===== src/rtl/mem_arbiter_2to1_if.sv =====
// rtl/mem_arbiter_2to1_if.sv - IC/DM requester ports and shared memory bus of the 2:1 arbiter
interface mem_arbiter_2to1_if #(
    parameter int XLEN = 32
);
    logic            i_ic_req;
    logic [XLEN-1:0] i_ic_addr;
    logic [XLEN-1:0] o_ic_data;
    logic            o_ic_ready;

    logic            i_dm_rd;
    logic            i_dm_wen;
    logic [XLEN-1:0] i_dm_addr;
    logic [XLEN-1:0] i_dm_wd;
    logic [3:0]      i_dm_byte_en;
    logic [XLEN-1:0] o_dm_rdata;
    logic            o_dm_ready;

    logic            o_bus_req;
    logic            o_bus_wen;
    logic [XLEN-1:0] o_bus_addr;
    logic [XLEN-1:0] o_bus_wd;
    logic [3:0]      o_bus_byte_en;
    logic [XLEN-1:0] i_bus_rdata;
    logic            i_bus_ack;
    logic            o_timeout;

    modport master (
        input  i_ic_req, i_ic_addr,
        output o_ic_data, o_ic_ready,
        input  i_dm_rd, i_dm_wen, i_dm_addr, i_dm_wd, i_dm_byte_en,
        output o_dm_rdata, o_dm_ready,
        output o_bus_req, o_bus_wen, o_bus_addr, o_bus_wd, o_bus_byte_en,
        input  i_bus_rdata, i_bus_ack,
        output o_timeout
    );

    modport slave (
        output i_ic_req, i_ic_addr,
        input  o_ic_data, o_ic_ready,
        output i_dm_rd, i_dm_wen, i_dm_addr, i_dm_wd, i_dm_byte_en,
        input  o_dm_rdata, o_dm_ready,
        input  o_bus_req, o_bus_wen, o_bus_addr, o_bus_wd, o_bus_byte_en,
        output i_bus_rdata, i_bus_ack,
        input  o_timeout
    );
endinterface


===== src/rtl/mem_arbiter_2to1.sv =====
// rtl/mem_arbiter_2to1.sv - round-robin 2:1 arbiter of IC refill and DM onto one memory bus
module mem_arbiter_2to1 #(
    parameter int XLEN    = 32,
    parameter int TIMEOUT = 255,
    parameter int CNT_W   = 8
) (
    input  logic                  i_clk,
    input  logic                  i_rst,
    mem_arbiter_2to1_if.master    arb
);
    typedef enum logic [2:0] {IDLE, BUSY_IC, BUSY_DM, RESP_IC, RESP_DM} state_t;

    localparam logic [CNT_W-1:0] TIMEOUT_CNT = CNT_W'(TIMEOUT);

    state_t           state;
    logic             last_dm;
    logic [CNT_W-1:0] cnt;
    logic             dm_req;
    logic             grant_dm;
    logic             cnt_done;

    assign dm_req   = arb.i_dm_rd | arb.i_dm_wen;
    // DM wins ties unless it had the previous grant
    assign grant_dm = dm_req & (~arb.i_ic_req | ~last_dm);
    // Fires on the TIMEOUT-th bus cycle; an ack in that same cycle takes priority
    assign cnt_done = (cnt + CNT_W'(1)) == TIMEOUT_CNT;

    always_ff @(posedge i_clk) begin
        if (!i_rst) begin
            state             <= IDLE;
            last_dm           <= 1'b0;
            cnt               <= '0;
            arb.o_ic_data     <= '0;
            arb.o_ic_ready    <= 1'b0;
            arb.o_dm_rdata    <= '0;
            arb.o_dm_ready    <= 1'b0;
            arb.o_bus_req     <= 1'b0;
            arb.o_bus_wen     <= 1'b0;
            arb.o_bus_addr    <= '0;
            arb.o_bus_wd      <= '0;
            arb.o_bus_byte_en <= 4'b0000;
            arb.o_timeout     <= 1'b0;
        end else begin
            case (state)
                IDLE: begin
                    cnt <= '0;
                    if (grant_dm) begin
                        state             <= BUSY_DM;
                        last_dm           <= 1'b1;
                        arb.o_bus_req     <= 1'b1;
                        arb.o_bus_wen     <= arb.i_dm_wen;
                        arb.o_bus_addr    <= arb.i_dm_addr;
                        arb.o_bus_wd      <= arb.i_dm_wd;
                        arb.o_bus_byte_en <= arb.i_dm_byte_en;
                    end else if (arb.i_ic_req) begin
                        state             <= BUSY_IC;
                        last_dm           <= 1'b0;
                        arb.o_bus_req     <= 1'b1;
                        arb.o_bus_wen     <= 1'b0;
                        arb.o_bus_addr    <= arb.i_ic_addr;
                        arb.o_bus_wd      <= '0;
                        arb.o_bus_byte_en <= 4'b1111;
                    end
                end
                BUSY_IC, BUSY_DM: begin
                    if (arb.i_bus_ack || cnt_done) begin
                        arb.o_bus_req <= 1'b0;
                        arb.o_timeout <= ~arb.i_bus_ack;
                        cnt           <= '0;
                        if (state == BUSY_IC) begin
                            state          <= RESP_IC;
                            arb.o_ic_ready <= 1'b1;
                            arb.o_ic_data  <= arb.i_bus_ack ? arb.i_bus_rdata : '0;
                        end else begin
                            state          <= RESP_DM;
                            arb.o_dm_ready <= 1'b1;
                            arb.o_dm_rdata <= arb.i_bus_ack ? arb.i_bus_rdata : '0;
                        end
                    end else begin
                        cnt <= cnt + CNT_W'(1);
                    end
                end
                RESP_IC, RESP_DM: begin
                    state          <= IDLE;
                    arb.o_ic_ready <= 1'b0;
                    arb.o_dm_ready <= 1'b0;
                    arb.o_timeout  <= 1'b0;
                end
                default: state <= IDLE;
            endcase
        end
    end
endmodule


===== src/flat_wrapper.sv =====
// flat-port wrapper written by rule: the top's interface ports become plain ports
module mem_arbiter_2to1_flat 
#(
    parameter int XLEN    = 32,
    parameter int TIMEOUT = 255,
    parameter int CNT_W   = 8
)
  (i_clk, i_rst, arb_i_ic_req, arb_i_ic_addr, arb_o_ic_data, arb_o_ic_ready, arb_i_dm_rd, arb_i_dm_wen, arb_i_dm_addr, arb_i_dm_wd, arb_i_dm_byte_en, arb_o_dm_rdata, arb_o_dm_ready, arb_o_bus_req, arb_o_bus_wen, arb_o_bus_addr, arb_o_bus_wd, arb_o_bus_byte_en, arb_i_bus_rdata, arb_i_bus_ack, arb_o_timeout);
  mem_arbiter_2to1_if #(.XLEN(XLEN)) arb_i ();
  input  logic i_clk;
  input  logic i_rst;
  input wire logic [$bits(arb_i.i_ic_req)-1:0] arb_i_ic_req;
  input wire logic [$bits(arb_i.i_ic_addr)-1:0] arb_i_ic_addr;
  output wire logic [$bits(arb_i.o_ic_data)-1:0] arb_o_ic_data;
  output wire logic [$bits(arb_i.o_ic_ready)-1:0] arb_o_ic_ready;
  input wire logic [$bits(arb_i.i_dm_rd)-1:0] arb_i_dm_rd;
  input wire logic [$bits(arb_i.i_dm_wen)-1:0] arb_i_dm_wen;
  input wire logic [$bits(arb_i.i_dm_addr)-1:0] arb_i_dm_addr;
  input wire logic [$bits(arb_i.i_dm_wd)-1:0] arb_i_dm_wd;
  input wire logic [$bits(arb_i.i_dm_byte_en)-1:0] arb_i_dm_byte_en;
  output wire logic [$bits(arb_i.o_dm_rdata)-1:0] arb_o_dm_rdata;
  output wire logic [$bits(arb_i.o_dm_ready)-1:0] arb_o_dm_ready;
  output wire logic [$bits(arb_i.o_bus_req)-1:0] arb_o_bus_req;
  output wire logic [$bits(arb_i.o_bus_wen)-1:0] arb_o_bus_wen;
  output wire logic [$bits(arb_i.o_bus_addr)-1:0] arb_o_bus_addr;
  output wire logic [$bits(arb_i.o_bus_wd)-1:0] arb_o_bus_wd;
  output wire logic [$bits(arb_i.o_bus_byte_en)-1:0] arb_o_bus_byte_en;
  input wire logic [$bits(arb_i.i_bus_rdata)-1:0] arb_i_bus_rdata;
  input wire logic [$bits(arb_i.i_bus_ack)-1:0] arb_i_bus_ack;
  output wire logic [$bits(arb_i.o_timeout)-1:0] arb_o_timeout;
  assign arb_i.i_ic_req = arb_i_ic_req;
  assign arb_i.i_ic_addr = arb_i_ic_addr;
  assign arb_o_ic_data = arb_i.o_ic_data;
  assign arb_o_ic_ready = arb_i.o_ic_ready;
  assign arb_i.i_dm_rd = arb_i_dm_rd;
  assign arb_i.i_dm_wen = arb_i_dm_wen;
  assign arb_i.i_dm_addr = arb_i_dm_addr;
  assign arb_i.i_dm_wd = arb_i_dm_wd;
  assign arb_i.i_dm_byte_en = arb_i_dm_byte_en;
  assign arb_o_dm_rdata = arb_i.o_dm_rdata;
  assign arb_o_dm_ready = arb_i.o_dm_ready;
  assign arb_o_bus_req = arb_i.o_bus_req;
  assign arb_o_bus_wen = arb_i.o_bus_wen;
  assign arb_o_bus_addr = arb_i.o_bus_addr;
  assign arb_o_bus_wd = arb_i.o_bus_wd;
  assign arb_o_bus_byte_en = arb_i.o_bus_byte_en;
  assign arb_i.i_bus_rdata = arb_i_bus_rdata;
  assign arb_i.i_bus_ack = arb_i_bus_ack;
  assign arb_o_timeout = arb_i.o_timeout;
  mem_arbiter_2to1 #(.XLEN(XLEN), .TIMEOUT(TIMEOUT), .CNT_W(CNT_W)) u_core (.i_clk(i_clk), .i_rst(i_rst), .arb(arb_i));
endmodule

===== config.mk =====
export PLATFORM = sky130hd
export DESIGN_NAME = mem_arbiter_2to1_flat
export DESIGN_NICKNAME = d
export VERILOG_FILES = /design/src/rtl/mem_arbiter_2to1_if.sv /design/src/rtl/mem_arbiter_2to1.sv /design/src/flat_wrapper.sv
export SDC_FILE = /design/constraint.sdc
export NUM_CORES = 1
export LEC_CHECK = 0
export ABC_CLOCK_PERIOD_IN_PS = 4200
export CAP_MARGIN = 20
export CORE_MARGIN = 5
export CORE_UTILIZATION = 25
export CTS_BUF_LIST = sky130_fd_sc_hd__clkbuf_8
export DETAILED_ROUTE_END_ITERATION = 6
export PLACE_DENSITY_LB_ADDON = 0.2
export SLEW_MARGIN = 15
export SYNTH_ARGS = -nofsm -noshare
export SYNTH_HDL_FRONTEND = slang
export SYNTH_SLANG_ARGS = --single-unit

===== constraint.sdc =====
create_clock -name i_clk -period 4.2 [get_ports i_clk]
set_input_delay 0.63 -clock i_clk [delete_from_list [all_inputs] [get_ports i_clk]]
set_output_delay 0.63 -clock i_clk [all_outputs]
set_load 0.05 [all_outputs]

==> reports/metrics.yaml, run 1 <==
ant_nets: 0
hpwl_um: 14370
synth-simple-area-share_pct: 15.48
drive_gt1_share_pct: 9.576
dp.cells: 1211
cts_resized: 0
critical_path_cell_count: 5
antenna_found_initial: 0
cp_data_required_time_ps: 4530
max_stage_delay_ps: 810
syn_avg_cell_area_um2: 9.345
worstPathMaxFanout: 61
yosysWarnings: 0
first_pass_iters: 5
cts.sinks: 149
grt_pass1_wl_um: 32650
rsz0062_at_grt: "false"
slew_violations: 0
dieWidth_um: 167.7
fin_crit_sh_pct: 62.48
synth_top_family_by_area: "compound AO/OA/AOI/OAI gates"
diodes: 0
initialDrtViolationCount: 327
cts-htree-levels: 4
path_clk_slew_ps: 90
power_w: 0.003880
setup_tns_ps: 0
outcome: "completed"
worstHoldPathType: "flip-flop to flip-flop"
cts_tree: "done"
p_leak_nw: 3.780
hold_violations: 0
clk_root_buffer_cell: "clkbuf_8"
grt_pass1_vias: 5679
vdd_drop_max_v: 0.0002161
ys.flop_type: "dfxtp_1"
clk_latency_ps: 440
fp.dieArea_mm2: 0.02811
path_buf_inv: 1
grt_max_degree: 90
ys_ff_latch: 149
place_congestion: 0.7332
cts_setup_buffers: 0
crit_family: "simple AND/OR/NAND/NOR gates"
wl_per_cell_um: 16.87
rr_worst_depth: 5
num_rows: 57
cp-start-kind: "flip-flop"
synth_area_leaders: "dfxtp_1 (48%), nand2_1 (6.6%), o22ai_2 (6.0%)"
cpMaxStageDelayCell: "nor3_1"
synth.distinct_cells: 47
cts_hold_buf: 0
critPathKind: "flip-flop to flip-flop"
fin_cells: 1243
whs_path_depth: 2
fin_worst_skew_ps: 19.28
synth_mux_area_share_pct: 5.154
cap_violations: 0
yosysTopAreaCellShare_pct: 48.00
yosysTopAreaCell: "dfxtp_1"
setup_viol: 0
io_pins: 275
crit_chain: "nor3_1 -> o31a_2 -> buf_4 -> nand2_1 -> o211a_1"
cp.arrival_ps: 2960
seq_area_frac_synth_pct: 48.00
synth-async-reset-ratio_pct: 0
synth_adder_area_share_pct: 0.5637
synth_most_common_cell: "dfxtp_1"
syn_to_final_growth_pct: 53.51
period_minus_slack_ps: 2624
max_freq_mhz: 381.1
final_nets: 1046
synthXorXnorAreaFrac_pct: 0.1409
drt_wl_total_um: 20970
synth_edf_count: 0
synth-compound-area-share_pct: 25.89
maxSlewHeadroom_pct: 31.68
cp-end-kind: "flip-flop"
drt-vias-per-instance: 4.612
vias: 5733
synth_area_mm2: 0.006215
synth_fp_nets: 805
cts_inserted_buffers: 17
worst_pin_slew_ps: 1025
grt_overflow_total: 0
synthCells: 665
synth_common_cells: "dfxtp_1 (149), nand2_1 (110), nor2_1 (43), o21ai_0 (40), clkbuf_1 (38)"
core_area_mm2: 0.02439
fp.dieH_um: 167.7
clockBufferDepth: 2
drc: 0
grtUsageTotal_pct: 14.33
power_density_mw_per_mm2: 406.7
initial_core_util_pct: 25.48
port_buffers: 274
==> worst register-to-register path: stages, from the launching register on <==
cell	delay, ps
dfxtp_1	490
nor3_1	810
o31a_2	410
buf_4	530
nand2_1	140
o211a_1	150
==> path summary, 6_finish.rpt <==
path	start	endpoint	slack (ps)
max	u_core.state[1]$_SDFFE_PN0P_	u_core.arb.o_bus_addr[22]$_SDFFE_PN0P_	1580
min	u_core.arb.o_bus_req$_SDFFE_PN0P_	u_core.arb.o_bus_req$_SDFFE_PN0P_	470
max reg2reg	u_core.state[1]$_SDFFE_PN0P_	u_core.arb.o_bus_addr[22]$_SDFFE_PN0P_	1580
min reg2reg	u_core.arb.o_bus_req$_SDFFE_PN0P_	u_core.arb.o_bus_req$_SDFFE_PN0P_	470
==> cell usage in the layout (no fill, tap or decap), types with 4 or more instances in the layout <==
master           Yosys  final
o221a_2              4      4
dfxtp_1            149    149
clkbuf_8             0     18
a21oi_1              9      8
o21ai_0             40     40
o22ai_2             30     30
clkinvlp_4           0      4
nand2_1            110    110
clkdlybuf4s50_1      0    273
inv_6                0      4
o211a_1             33     33
nor3_1               5      5
nor2b_1             35     35
a31oi_1             32     32
buf_4                1     11
mux2i_1             32     32
a22oi_1             33     33
nor2_1              43     43
==> stage by stage <==
| stage | util (%) | area [um^2] | hold WS, ps | setup WS (ps) |
|---|---|---|---|---|
| floorplan | - | 6215 | 443.9 | 2381 |
| global placement | 37.68 | 9191 | 453.1 | 1335 |
| detailed placement | 37.68 | 9191 | 454.1 | 1328 |
| CTS | 39.11 | 9540 | 471.8 | 1561 |
| global route | 39.11 | 9540 | 495.6 | 1336 |
| finish | 39.11 | 9540 | 472.3 | 1576 |
==> cell type report <==
class | count | area (um^2)
Clock inverter | 14 | 101.3
Tap cell | 324 | 405.4
Timing Repair Buffer | 284 | 2815
Sequential cell | 149 | 2983
Inverter | 2 | 7.507
Clock buffer | 18 | 247.7
Multi-Input combinational cell | 452 | 2980
Fill cell | 2519 | 14850
==> per-layer routing <==
metal	up-vias	part of all wire [%]	wire, um	GRT usage [%]
met4	0	1.9	407	3.987
met3	17	8.6	1796	6.035
met5	-	0	0	0
met2	185	49	10220	24.07
li1	2851	-	-	-
met1	2680	41	8546	16.84
==> logic make-up after synthesis <==
family          after synthesis
compound gates              202
xor+xnor                      1
fa+ha+maj                     3
buf+inv                      64
flops                       149
mux                          32
simple gates                214
==> state kept, by name, summed over array words and instances, names as in the netlist <==
register,cells
u_core.arb.o_bus_addr,32
u_core.arb.o_bus_byte_en,4
u_core.arb.o_bus_req,1
u_core.arb.o_bus_wd,32
u_core.arb.o_bus_wen,1
u_core.arb.o_dm_rdata,32
u_core.arb.o_dm_ready,1
u_core.arb.o_ic_data,32
u_core.arb.o_ic_ready,1
u_core.arb.o_timeout,1
u_core.cnt,8
u_core.last_dm,1
u_core.state,3
==> power by group <==
group | total (W) | internal (W) | leakage (nW) | switching, W
sequential | 0.00161 | 0.00154 | 1.22 | 0.0000764
clock | 0.00101 | 0.000428 | 0.173 | 0.000585
combinational | 0.00125 | 0.000476 | 2.39 | 0.000777
total | 0.00388 | 0.00244 | 3.78 | 0.00144
No activity file was read; power rests on OpenSTA's default activity.
==> run 2, diff against run 1 <==
--- a/config.mk
+++ b/config.mk
@@ -5,7 +5,7 @@
 export SDC_FILE = /design/constraint.sdc
 export NUM_CORES = 1
 export LEC_CHECK = 0
-export ABC_CLOCK_PERIOD_IN_PS = 4200
+export ABC_CLOCK_PERIOD_IN_PS = 2600
 export CAP_MARGIN = 20
 export CORE_MARGIN = 5
 export CORE_UTILIZATION = 25
==> constraint.sdc (replaced) <==
create_clock -name i_clk -period 2.6 [get_ports i_clk]
set_input_delay 0.39 -clock i_clk [delete_from_list [all_inputs] [get_ports i_clk]]
set_output_delay 0.39 -clock i_clk [all_outputs]
set_load 0.05 [all_outputs]
==> run 2 against run 1 <==
Clock skew decreased by 2.7 ps; die area unchanged; design area increased by 1.3%; cell count increased by 0.24%; clock power increased by 77%; register-to-register slack got worse by 1200 ps; largest cell class unchanged.
==> reports/metrics.yaml, run 2 (same netlist as run 1, synthesis figures left out) <==
initialDrtViolationCount: 419  # +28%
clockBufferDepth: 2  # unchanged
critical_path_cell_count: 8  # +3
cts_resized: 0  # unchanged
first_pass_iters: 4  # -1
cp-start-kind: "flip-flop"
path_clk_slew_ps: 90  # about the same
clk_root_buffer_cell: "clkbuf_8"
cp-end-kind: "flip-flop"
core_area_mm2: 0.02439  # unchanged
cts_tree: "done"
ant_nets: 0  # unchanged
drt_wl_total_um: 20520  # -2.1%
fin_crit_sh_pct: 84.69  # +22 points
r2r_slack_ps: 400  # -1180 ps
maxSlewHeadroom_pct: 45.38  # +14 points
initial_core_util_pct: 25.48  # unchanged
drive_gt1_share_pct: 9.870  # +0.29 points
max_freq_mhz: 454.1  # +19%
grt_max_degree: 108  # +20%
rsz0062_at_grt: "false"
dieWidth_um: 167.7  # unchanged
num_rows: 57  # unchanged
vdd_drop_max_v: 0.0002616  # +21%
p_leak_nw: 3.836  # +1.5%
worstHoldPathType: "primary input to flip-flop"
setup_tns_ps: 0  # unchanged
io_pins: 275  # unchanged
crit_chain: "ha_1 -> nand2b_1 -> o21ai_0 -> a211oi_1 -> a21oi_4 -> and3_2 -> buf_12 -> o22ai_2"
mostFrequentLayoutCell: "clkdlybuf4s50_1"
cp.arrival_ps: 2510  # -450 ps
cts.sinks: 149  # unchanged
period_minus_slack_ps: 2202  # -422.2 ps
setup_viol: 0  # unchanged
critPathKind: "flip-flop to flip-flop"
wl_per_cell_um: 16.47  # -2.4%
worstPathMaxFanout: 32  # -48%
cpMaxStageDelayCell: "dfxtp_1"
diodes: 0  # unchanged
slew_violations: 0  # unchanged
cp-endpoint: "u_core.arb.o_dm_rdata[25]$_SDFFE_PN0P_"
grt_pass1_vias: 5528  # -2.7%
drc: 0  # unchanged
final_cell_mix: "clkdlybuf4s50_1 (273), dfxtp_1 (149), nand2_1 (110)"
drt-vias-per-instance: 4.554  # -1.3%
clk_latency_ps: 450  # about the same
cts_setup_buffers: 0  # unchanged
syn_to_final_growth_pct: 55.57
max_stage_delay_ps: 370  # -440 ps
power_w: 0.006459  # +66%
final_nets: 1049  # +0.29%
grtUsageTotal_pct: 14.04  # -0.30 points
cp_data_required_time_ps: 2910  # -1620 ps
cts_hold_buf: 0  # unchanged
cts_inserted_buffers: 17  # unchanged
grt_pass1_wl_um: 31880  # -2.3%
cap_violations: 0  # unchanged
rr_worst_depth: 8  # +3
antenna_found_initial: 0  # unchanged
vias: 5674  # -1.0%
place_congestion: 0.7399  # +0.91%
path_buf_inv: 1  # unchanged
power_density_mw_per_mm2: 668.0  # +64%
cts-htree-levels: 4  # unchanged
crit_family: "compound AO/OA/AOI/OAI gates"
hpwl_um: 14040  # -2.3%
hold_violations: 0  # unchanged
worst_r2r_endpoint: "u_core.arb.o_dm_rdata[25]$_SDFFE_PN0P_"
fin_worst_skew_ps: 16.62  # -2.655 ps
fp.dieArea_mm2: 0.02811  # unchanged
critPathLaunch: "u_core.cnt[0]$_SDFFE_PN0P_"
worst_pin_slew_ps: 819.3  # -205.4 ps
r2r_start: "u_core.cnt[0]$_SDFFE_PN0P_"
grt_overflow_total: 0  # unchanged
port_buffers: 274  # unchanged
outcome: "completed"
fp.dieH_um: 167.7  # unchanged
-- run 2: cell count changes in the layout (fill, tap and decap cells not counted) --
cell        before  now
buf_12           0    6
buf_4           11    8
clkinv_2         3    1
inv_6            4    6
inv_8            0    2
bufinv_16        0    1
clkbuf_8        18   17
clkinv_4         2    1
clkinvlp_4       4    3
-- run 2: per-layer routing --
metal / vias up / share of wire (%) / global-route usage, %
met5: - / 0 / 0
met4: 0 / 1.7 / 4.799
met3: 17 / 8.5 / 4.927
met2: 195 / 49 / 23.12
met1: 2604 / 41 / 17.10
li1: 2858 / - / -
-- run 2: area by class of cell --
type / count / area (um^2)
clock buffer: 17 / 234.0
inverter: 2 / 7.507
multi-input combinational: 452 / 2980
timing repair buffer: 287 / 2913
tap: 324 / 405.4
sequential: 149 / 2983
fill: 2483 / 14720
clock inverter: 15 / 145.1
-- run 2: worst min path at each step --
stage	from	end	slack [ps]	cells after the start
global placement	u_core.arb.o_dm_rdata[14]$_SDFFE_PN0P_	u_core.arb.o_dm_rdata[14]$_SDFFE_PN0P_	460	2
floorplan	u_core.last_dm$_SDFFE_PN0P_	u_core.last_dm$_SDFFE_PN0P_	440	2
global route	i_rst	u_core.arb.o_bus_addr[4]$_SDFFE_PN0P_	350	2
detailed placement	u_core.arb.o_dm_rdata[14]$_SDFFE_PN0P_	u_core.arb.o_dm_rdata[14]$_SDFFE_PN0P_	460	2
finish	i_rst	u_core.arb.o_bus_addr[2]$_SDFFE_PN0P_	380	2
CTS	i_rst	u_core.arb.o_bus_addr[11]$_SDFFE_PN0P_	340	2
-- run 2: power by group --
| part | internal, W | switching [W] |
|---|---|---|
| clock network | 0.000784 | 0.00100 |
| logic | 0.000807 | 0.00126 |
| registers | 0.00248 | 0.000121 |
-- run 2: per-stage QoR --
| step | hold slack, ps | utilization (%) | cells | setup WS [ps] | area [um^2] |
|---|---|---|---|---|---|
| after floorplan | 443.9 | - | 665 | 781.2 | 6215 |
| final | 379.3 | 39.64 | 1246 | 398.0 | 9668 |
| after global placement | 455.1 | 38.08 | 1214 | 409.7 | 9289 |
| after CTS | 341.2 | 39.64 | 1246 | 414.1 | 9668 |
| after detailed placement | 460.1 | 38.08 | 1214 | 399.4 | 9289 |
| after global routing | 355.0 | 39.64 | 1246 | 193.1 | 9668 |
==> run 3, diff against run 2 <==
--- a/config.mk
+++ b/config.mk
@@ -5,7 +5,7 @@
 export SDC_FILE = /design/constraint.sdc
 export NUM_CORES = 1
 export LEC_CHECK = 0
-export ABC_CLOCK_PERIOD_IN_PS = 2600
+export ABC_CLOCK_PERIOD_IN_PS = 2000
 export CAP_MARGIN = 20
 export CORE_MARGIN = 5
 export CORE_UTILIZATION = 25
==> constraint.sdc (replaced) <==
create_clock -name i_clk -period 2 [get_ports i_clk]
set_input_delay 0.3 -clock i_clk [delete_from_list [all_inputs] [get_ports i_clk]]
set_output_delay 0.3 -clock i_clk [all_outputs]
set_load 0.05 [all_outputs]
==> run 3 against run 2 <==
Clock skew rose by 2.7 ps; setup slack got worse by 330 ps; sequential cell count did not move; utilization rose by 1.3 points.
==> reports/metrics.yaml, run 3 (same netlist as run 1, synthesis figures left out) <==
power.internal_w: 0.005339  # +31%
final_nets: 1074  # +2.4%
dieWidth_um: 167.7  # unchanged
critPathKind: "flip-flop to output pin"
cpMaxStageDelayCell: "clkdlybuf4s50_1"
setup_ws_ps: 72.23  # -325.8 ps
crit_family: "buffers and inverters"
power_density_mw_per_mm2: 846.6  # +27%
cts.sinks: 149  # unchanged
io_pins: 275  # unchanged
drt-vias-per-instance: 4.569  # +0.34%
place_congestion: 0.7313  # -1.2%
grt_pass1_wl_um: 32240  # +1.1%
drc: 0  # unchanged
cp-start-kind: "flip-flop"
clockBufferDepth: 2  # unchanged
cts_inserted_buffers: 17  # unchanged
fill_cells: 2475  # -0.32%
period_minus_slack_ps: 1928
grt_max_degree: 70  # -35%
worstHoldPathType: "primary input to flip-flop"
antenna_found_initial: 1  # +1
cts_setup_buffers: 0  # unchanged
syn_to_final_growth_pct: 60.74
first_pass_iters: 4  # unchanged
wl_per_cell_um: 16.19  # -1.7%
maxSlewHeadroom_pct: 58.16  # +13 points
cts_tree: "done"
hpwl_um: 14440  # +2.9%
setup_viol: 0  # unchanged
fp.dieArea_mm2: 0.02811  # unchanged
final_area_mm2: 0.009990  # +3.3%
fin_crit_sh_pct: 96.39
dp.cells: 1239  # +2.1%
grt_overflow_total: 0  # unchanged
dpl_worst_slack_ps: 8.074  # -391.4 ps
fin_cells: 1272  # +2.1%
path_clk_slew_ps: 90  # about the same
core_area_mm2: 0.02439  # unchanged
slew_violations: 0  # unchanged
ff_latch_area_mm2: 0.002987  # +0.13%
ant_nets: 0  # unchanged
final_cell_mix: "clkdlybuf4s50_1 (255), dfxtp_1 (146), nand2_1 (110)"
initial_core_util_pct: 25.48  # unchanged
vdd_drop_max_v: 0.0003495  # +34%
clk_root_buffer_cell: "clkbuf_8"
crit_chain: "clkdlybuf4s50_1"
worstPathMaxFanout: 2  # -94%
max_freq_mhz: 518.7
initialDrtViolationCount: 369  # -12%
worst_pin_slew_ps: 627.7  # -191.7 ps
cp.arrival_ps: 1630  # -880 ps
drive_gt1_share_pct: 13.09  # +3.2 points
max_stage_delay_ps: 850  # +480 ps
port_buffers: 274  # unchanged
switching_share_pct: 36.87  # about the same
p_seq_share_pct: 39.9  # -0.4 points
mostFrequentLayoutCell: "clkdlybuf4s50_1"
num_rows: 57  # unchanged
outcome: "completed"
grt_pass1_vias: 5687  # +2.9%
vias: 5812  # +2.4%
final_util_pct: 40.96  # +1.3 points
hold_violations: 0  # unchanged
multi_input_comb_area_mm2: 0.003030  # +1.7%
pwr-share-clk_pct: 27.6  # about the same
drt_wl_total_um: 20600  # +0.37%
grtUsageTotal_pct: 14.07  # +0.032 points
fin_worst_skew_ps: 19.37  # +2.750 ps
p_leak_nw: 4.265  # +11%
p_switching_w: 0.003118  # +31%
cp-end-kind: "output pin"
cap_violations: 0  # unchanged
fp.dieH_um: 167.7  # unchanged
dpl_cell_area_mm2: 0.009512  # +2.4%
power_w: 0.008457  # +31%
cp_data_required_time_ps: 1700  # -1210 ps
p_comb_share_pct: 32.5  # +0.5 points
clk_latency_ps: 450  # about the same
path_buf_inv: 1  # unchanged
cts-htree-levels: 4  # unchanged
run 3: changes by cell type in the layout (fill, tap and decap cells not counted), moves of 3 or more:
| cell | delta |
|---|---|
| buf_4 | +23 |
| clkdlybuf4s50_1 | -18 |
| dlymetal6s2s_1 | +17 |
| buf_12 | +3 |
| dfxtp_1 | -3 |
| dfxtp_2 | +3 |
run 3: worst paths after layout:
check / endpoint / depth (start not counted) / slack [ps] / start
max: arb_o_ic_data[31] / 1 / 70 / u_core.arb.o_ic_data[31]$_SDFFE_PN0P_
max reg2reg: u_core.arb.o_dm_rdata[13]$_SDFFE_PN0P_ / 9 / 90 / u_core.cnt[0]$_SDFFE_PN0P_
min reg2reg: u_core.arb.o_dm_rdata[15]$_SDFFE_PN0P_ / 2 / 480 / u_core.arb.o_dm_rdata[15]$_SDFFE_PN0P_
min: u_core.state[2]$_SDFFE_PN0P_ / 3 / 190 / i_rst
run 3: layout make-up:
class,count,share of cell area [%]
timing repair buffer,312,31.81
multi-input combinational,452,30.34
sequential,149,29.90
tap,324,4.058
clock buffer,17,2.342
clock inverter,15,1.453
inverter,2,0.07515
antenna,1,0.02505
run 3: layer usage:
metal / track usage [%] / wire, um / vias to the layer above
li1: - / - / 2907
met2: 23.07 / 9933 / 180
met1: 17.51 / 8835 / 2705
met5: 0 / 0 / -
met4: 4.446 / 353 / 0
met3: 4.715 / 1476 / 20
run 3: what timing repair did:
item,4_1_cts,5_1_grt
pin swaps,0,1
setup endpoints to repair,2,75
resized for setup,2,27
hold buffers,0,0
run 3: power by group through the flow:
stage / combinational (W) / clock (W) / sequential [W]
floorplan: 0.000813 / 0 / 0.00429
finish: 0.00275 / 0.00233 / 0.00338
global route: 0.00293 / 0.00257 / 0.00342
global placement: 0.00279 / 0 / 0.00344
detailed placement: 0.00279 / 0 / 0.00344
CTS: 0.00279 / 0.00244 / 0.00338
run 3: stage by stage:
| stage | hold WS, ps | TNS, ps |
|---|---|---|
| global placement | 460.2 | 0 |
| floorplan | 443.9 | 0 |
| finish | 192.0 | 0 |
| global route | 174.0 | -19.82 |
| CTS | 155.6 | 0 |
| detailed placement | 463.4 | 0 |
